===== src/rtl/sel_mux_reg.sv =====
// sel_mux_reg: registered channel selector with debounced selector code.
//
// Picks one of CH channels (WIDTH bits each) when the adopted selector code
// is an enable pattern (upper SEL_W-IDX_W bits all ones). Otherwise it emits
// the constant FALLBACK word. A new selector code is adopted only after
// STABLE consecutive identical samples. The result sits in a one-entry
// valid/ready output register.
//
// Ports:
//   clk, rst    rising-edge clock, synchronous active-high reset
//   in_data     CH*WIDTH packed channels, channel k at [k*WIDTH +: WIDTH]
//   in_valid    input word available
//   in_ready    block accepts input this cycle
//   sel         selector code
//   out_data    registered result
//   out_valid   out_data valid
//   out_ready   consumer accepts out_data
//   out_src     channel index that produced out_data (0 for fallback)
//   out_fb      out_data is FALLBACK
//   sel_busy    a selector change is still being qualified
//   fb_cnt      (only with FB_CNT_EN) saturating count of fallback captures
//
// Optional feature macro: FB_CNT_EN adds the fb_cnt port and its counter.

module sel_mux_reg #(
    parameter int unsigned      WIDTH    = 4,
    parameter int unsigned      CH       = 4,
    parameter int unsigned      SEL_W    = 6,
    parameter logic [WIDTH-1:0] FALLBACK = 4'b0101,
    parameter int unsigned      STABLE   = 2
) (
    input  logic                    clk,
    input  logic                    rst,
    input  logic [CH*WIDTH-1:0]     in_data,
    input  logic                    in_valid,
    output logic                    in_ready,
    input  logic [SEL_W-1:0]        sel,
    output logic [WIDTH-1:0]        out_data,
    output logic                    out_valid,
    input  logic                    out_ready,
    output logic [$clog2(CH)-1:0]   out_src,
    output logic                    out_fb,
`ifdef FB_CNT_EN
    output logic                    sel_busy,
    output logic [15:0]             fb_cnt
`else
    output logic                    sel_busy
`endif
);

    localparam int unsigned IDX_W = $clog2(CH);
    localparam int unsigned CNT_W = $clog2(STABLE + 1);

    typedef enum logic {
        MODE_FB   = 1'b0,
        MODE_PASS = 1'b1
    } mode_e;

    // Selector qualification state
    logic [SEL_W-1:0] cand_q, cand_d;
    logic [CNT_W-1:0] cnt_q, cnt_d;
    logic [SEL_W-1:0] act_q, act_d;
    mode_e            mode_q, mode_d;

    // Output register state
    logic [WIDTH-1:0] data_q, data_d;
    logic [IDX_W-1:0] src_q, src_d;
    logic             fb_q, fb_d;
    logic             valid_q, valid_d;

    logic             capture;
    logic [WIDTH-1:0] ch_data;

`ifdef FB_CNT_EN
    logic [15:0]      fb_cnt_q, fb_cnt_d;
`endif

    // Qualifier: act adopts cand on the edge where the run of identical
    // samples reaches STABLE; mode changes only together with act.
    always_comb begin
        cand_d = cand_q;
        cnt_d  = cnt_q;
        act_d  = act_q;
        mode_d = mode_q;
        if (sel != cand_q) begin
            cand_d = sel;
            cnt_d  = CNT_W'(1);
        end else if (cnt_q < CNT_W'(STABLE)) begin
            cnt_d = cnt_q + CNT_W'(1);
        end
        if ((cnt_d == CNT_W'(STABLE)) && (cand_d != act_q)) begin
            act_d  = cand_d;
            mode_d = (&cand_d[SEL_W-1:IDX_W]) ? MODE_PASS : MODE_FB;
        end
    end

    // Channel extraction for the currently adopted index
    always_comb begin
        ch_data = FALLBACK;
        for (int unsigned k = 0; k < CH; k++) begin
            if (act_q[IDX_W-1:0] == IDX_W'(k)) begin
                ch_data = in_data[k*WIDTH +: WIDTH];
            end
        end
    end

    // Output register: capture uses the mode registered before this edge
    always_comb begin
        in_ready = !valid_q || out_ready;
        capture  = in_valid && in_ready;
        data_d   = data_q;
        src_d    = src_q;
        fb_d     = fb_q;
        valid_d  = valid_q;
        if (capture) begin
            valid_d = 1'b1;
            if (mode_q == MODE_PASS) begin
                data_d = ch_data;
                src_d  = act_q[IDX_W-1:0];
                fb_d   = 1'b0;
            end else begin
                data_d = FALLBACK;
                src_d  = '0;
                fb_d   = 1'b1;
            end
        end else if (out_ready) begin
            valid_d = 1'b0;
        end
    end

`ifdef FB_CNT_EN
    // Saturating count of captures taken in fallback mode
    always_comb begin
        fb_cnt_d = fb_cnt_q;
        if (capture && (mode_q == MODE_FB) && (fb_cnt_q != 16'hFFFF)) begin
            fb_cnt_d = fb_cnt_q + 16'd1;
        end
    end
`endif

    always_ff @(posedge clk) begin
        if (rst) begin
            cand_q   <= '0;
            cnt_q    <= '0;
            act_q    <= '0;
            mode_q   <= MODE_FB;
            data_q   <= FALLBACK;
            src_q    <= '0;
            fb_q     <= 1'b1;
            valid_q  <= 1'b0;
`ifdef FB_CNT_EN
            fb_cnt_q <= '0;
`endif
        end else begin
            cand_q   <= cand_d;
            cnt_q    <= cnt_d;
            act_q    <= act_d;
            mode_q   <= mode_d;
            data_q   <= data_d;
            src_q    <= src_d;
            fb_q     <= fb_d;
            valid_q  <= valid_d;
`ifdef FB_CNT_EN
            fb_cnt_q <= fb_cnt_d;
`endif
        end
    end

    assign out_data  = data_q;
    assign out_src   = src_q;
    assign out_fb    = fb_q;
    assign out_valid = valid_q;
    assign sel_busy  = (cand_q != act_q) || (sel != cand_q);
`ifdef FB_CNT_EN
    assign fb_cnt    = fb_cnt_q;
`endif

endmodule


===== config.mk =====
export PLATFORM = sky130hd
export DESIGN_NAME = sel_mux_reg
export DESIGN_NICKNAME = d
export VERILOG_FILES = /design/src/rtl/sel_mux_reg.sv
export SDC_FILE = /design/constraint.sdc
export NUM_CORES = 1
export LEC_CHECK = 0
export CORE_MARGIN = 5
export CORE_UTILIZATION = 36
export DETAILED_ROUTE_END_ITERATION = 7
export MAX_ROUTING_LAYER = met4
export PLACE_DENSITY = 0.75
export SLEW_MARGIN = 20
export SYNTH_ARGS = -nofsm -noshare
export SYNTH_HDL_FRONTEND = slang
export SYNTH_SLANG_ARGS = --single-unit

===== constraint.sdc =====
create_clock -name clk -period 3.3 [get_ports clk]
set_input_delay 0.66 -clock clk [delete_from_list [all_inputs] [get_ports clk]]
set_output_delay 0.66 -clock clk [all_outputs]
set_load 0.02 [all_outputs]

== Word-level counts from Yosys, hierarchy flattened ==
Cells that the tools add are included.

* Equal/unequal tests: 7
* Mux-type cells: 13
* Order comparisons: 1
* $add $sub $neg: 1
* Reductions and logical operators: 8

{| class="wikitable"
|+ Operators by type and width
! cell !! number
|-
| 4-bit two-way mux || 5
|-
| 6-bit != test || 3
|-
| 2-bit equality test, second input constant || 3
|-
| 2-bit two-way mux || 3
|-
| 6-bit two-way mux || 1
|-
| 1-bit two-way mux || 4
|-
| 4-bit AND reduction || 1
|-
| 2-bit by 1-bit adder with 2-bit output, second input constant || 1
|-
| 2-bit by 1-bit equality test with 1-bit output, second input constant || 1
|-
| 1-bit logical AND || 2
|-
| 2-bit logical NOT || 1
|-
| 1-bit logical OR || 2
|-
| 2-bit < comparator, second input constant || 1
|-
| 2-bit nonzero test || 1
|-
| 1-bit logical NOT || 1
|}

* Output and inout port bits: 10
* Register bits: 23
* Input port bits: 26

== Longest topological paths before layout ==
* Depth after elaboration: 6
* Depth in mapped cells: 6

== Least setup slack after synthesis ==
No wires, ideal clock.

* Path kind: input to output
* From: input port sel[4]
* To: output port sel_busy
* Cell stages on the path: 4
* Path buffers: 0
* Arrival: 1.396 ns
* Data required time: 2.640 ns
* Path slack: 1.244 ns
* Cell sequence: xnor2_1 -> nand4_1 -> nor3_4 -> nand4_1

* Word-level cells in the longest chain between the ends: 2

{| class="wikitable"
|+ Ends and longest elaborated chain
! what !! line !! source
|-
| start, declared || 37 || <nowiki>input logic [SEL_W-1:0] sel,</nowiki>
|-
| 6-bit != test || 173 || <nowiki>assign sel_busy = (cand_q != act_q) || (sel != cand_q);</nowiki>
|-
| 1-bit logical OR || 173 ||
|-
| end, declared || 47 || <nowiki>output logic sel_busy</nowiki>
|}

Every way passes these cells.

== Final worst setup path ==
* From: input port sel[2]
* To: output port sel_busy

Same word-level chain as after synthesis.

==> flow_metrics.env <==
export IMPL_async_flop_share=0
export IMPL_clockBufferDepth=2
export IMPL_crit_required_ns=2.64
export IMPL_layout_drive_gt1_share=0.0993
export IMPL_post_cts_resized=0
export IMPL_synth_warning_count=0
export IMPL_slew_violations=0
export IMPL_max_slew_worst_pin_slew_ns=0.729
export IMPL_cp_arrival_ns=2.46
export IMPL_wl_mm=2.44
export IMPL_post_cts_buffers=0
export IMPL_ctsHoldBuffers=0
export IMPL_dp_hpwl_mm=1.93
export IMPL_io_buffers=35
export IMPL_drv_cap=0
export IMPL_rsz0062_at_grt="false"
export IMPL_cts_tree="done"
export IMPL_die_h_um=66.3
export IMPL_leakagePower_nw=0.583
export IMPL_synthToLayoutAreaGrowth_pct=35.4
export IMPL_synth_avg_cell_area_um2=10.7
export IMPL_pin_count=36
export IMPL_synth_area_leaders="dfxtp_1 (40%), xor2_1 (7.7%), nor2b_1 (6.6%)"
export IMPL_synth_edff_count=0
export IMPL_numCtsBuffers=3
export IMPL_die_w_um=66.3
export IMPL_synthCells=107
export IMPL_start_util=0.374
export IMPL_syn_num_nets=134
export IMPL_gr_total_overflow=0
export IMPL_setup_ws_ns=0.185
export IMPL_fmax_ghz=0.321
export IMPL_coreArea_um2=3050
export IMPL_crit_chain="clkdlybuf4s50_1, xnor2_1, nand4_1, nor3_4, nand4_1, clkdlybuf4s50_1"
export IMPL_fp_dieArea_um2=4400
export IMPL_slowest_stage="clkdlybuf4s50_1"
export IMPL_yosys_area_share_simple=0.215
export IMPL_rows=20
export IMPL_ant_nets=0
export IMPL_cts_sinks=23
export IMPL_finalHoldViolCount=0
export IMPL_start_kind="input pin"
export IMPL_max_stage_delay_ns=0.57
export IMPL_nets=169
export IMPL_grt_pass1_vias=981
export IMPL_antenna_found_initial=0
export IMPL_critPathKind="input pin to output port"
export IMPL_synthFlopType="dfxtp_1"
export IMPL_vias_per_cell=4.78
export IMPL_num_vias=885
export IMPL_r2r_slack_ns=1.52
export IMPL_finalCritPeriodShare=0.944
export IMPL_n_antenna_cell=0
export IMPL_ys_ff_latch=23
export IMPL_cts_max_level=1
export IMPL_cts_root_buf="clkbuf_4"
export IMPL_synth_top_family_by_area="simple AND/OR/NAND/NOR gates"
export IMPL_clk_pin_slew_worst_paths_ns=0.12
export IMPL_finalClockSkew_ns=0.00482
export IMPL_synth_top_area_cell="dfxtp_1"
export IMPL_synthDominantCellAreaShare=0.404
export IMPL_drc=0
export IMPL_first_pass_iters=4
export IMPL_drt_initial_drc_count=21
export IMPL_grt_first_pass_wirelength_mm=4.10
export IMPL_fin_crit_ns=3.12
export IMPL_tns_ns=0
export IMPL_cp_max_fo=4
export IMPL_powerDensity_nw_per_um2=317
export IMPL_synth_mux_area_fraction=0.157
export IMPL_crit_path_end_kind="output port"
export IMPL_dpl_worst_slack_ns=0.194
export IMPL_grt_max_degree=24
export IMPL_wl_per_cell_um=13.2
export IMPL_synth_lib_cells_used_distinct=27
export IMPL_outcome="finished clean"
export IMPL_hold_path_class="flip-flop to flip-flop"
export IMPL_finalSetupViolCount=0
export IMPL_clk_insertion_delay_late_ns=0.30
export IMPL_ir_drop_mv=0.172
export IMPL_synth_xor_area_share=0.138
export IMPL_synthAdderAreaFrac=0.0110
export IMPL_synth_compound_area_frac=0.0417
export IMPL_max_slew_margin_rel=0.512
export IMPL_grtUsageTotal=0.123
export IMPL_fin_hold_ws_ns=0.466
export IMPL_gp_congestion=0.800
export IMPL_seq_area_frac_synth=0.404
export IMPL_synth_area_um2=1140
## final cells by class
cell class	count	area (um^2)
clock buffers	4	26.3
inverters	3	11.3
fillers	310	1510
multi-input cells	76	642
repair buffers	35	350
flip-flops and latches	23	460
well taps	44	55.1
## metal layers
| metal | vias to the layer above | wire length [um] | global-route usage |
|---|---|---|---|
| li1 | 437 | - | - |
| met1 | 406 | 975 | 0.130 |
| met2 | 37 | 1100 | 0.204 |
| met3 | 5 | 336 | 0.0510 |
| met4 | 0 | 29 | 0.0457 |
| met5 | - | 0 | - |
## logic make-up after synthesis
family / count (synthesis)
xor+xnor: 18
buf+inv: 8
fa+ha+maj: 1
simple gates: 37
flops: 23
compound gates: 9
mux: 11
## through the flow
step                      utilization  cells  instance area (um^2)  power [mW]
after global placement          0.498    181                  1520       0.368
after global routing            0.506    185                  1550       0.518
after floorplan                     -    107                  1140       0.329
after detailed placement        0.498    181                  1520       0.370
after CTS                       0.506    185                  1550       0.498
final                           0.506    185                  1550       0.490
## cell usage in the layout (no fill, tap or decap), types with 5 or more instances in the layout
cell,instances
nand3_1,5
dfxtp_1,23
clkdlybuf4s50_1,35
xor2_1,10
nand2_1,6
xnor2_1,8
a21oi_1,6
nand2b_1,5
nor2b_1,12
mux2_2,5
## report_power, final
group | internal (mW) | switching (mW) | total, mW
registers | 0.283 | 0.00434 | 0.288
clock network | 0.0471 | 0.0793 | 0.126
logic | 0.0464 | 0.0294 | 0.0758
total | 0.377 | 0.113 | 0.490
## cell usage after synthesis, drive strengths merged, types with 3 or more instances
cell type,instances
mux2,6
dfxtp,23
xnor2,8
clkbuf,3
nand3,5
inv,3
nand2,6
xor2,10
nor2b,12
nand2b,5
a21oi,6
mux4,4
nand4,3
## critical path, delay by kind of cell
kind	cells	cell delay, ns
AND/OR/NAND/NOR	3	0.51
buffers and inverters	2	1.13
XOR/XNOR	1	0.15
## final timing paths
kind	startpoint	end	cells past startpoint
setup reg to reg	act_q[0]	act_q[5]	5
hold / removal	out_data[3]	out_data[3]	2
setup / recovery	sel[2]	sel_busy	6
hold reg to reg	out_data[3]	out_data[3]	2
## sequential cells by signal, indices dropped and copies added (netlist names)
name / count
mode_q: 1
cnt_q: 2
cand_q: 6
out_fb: 1
out_data: 4
act_q: 6
out_valid: 1
out_src: 2
(Power assumes the default switching activity.)
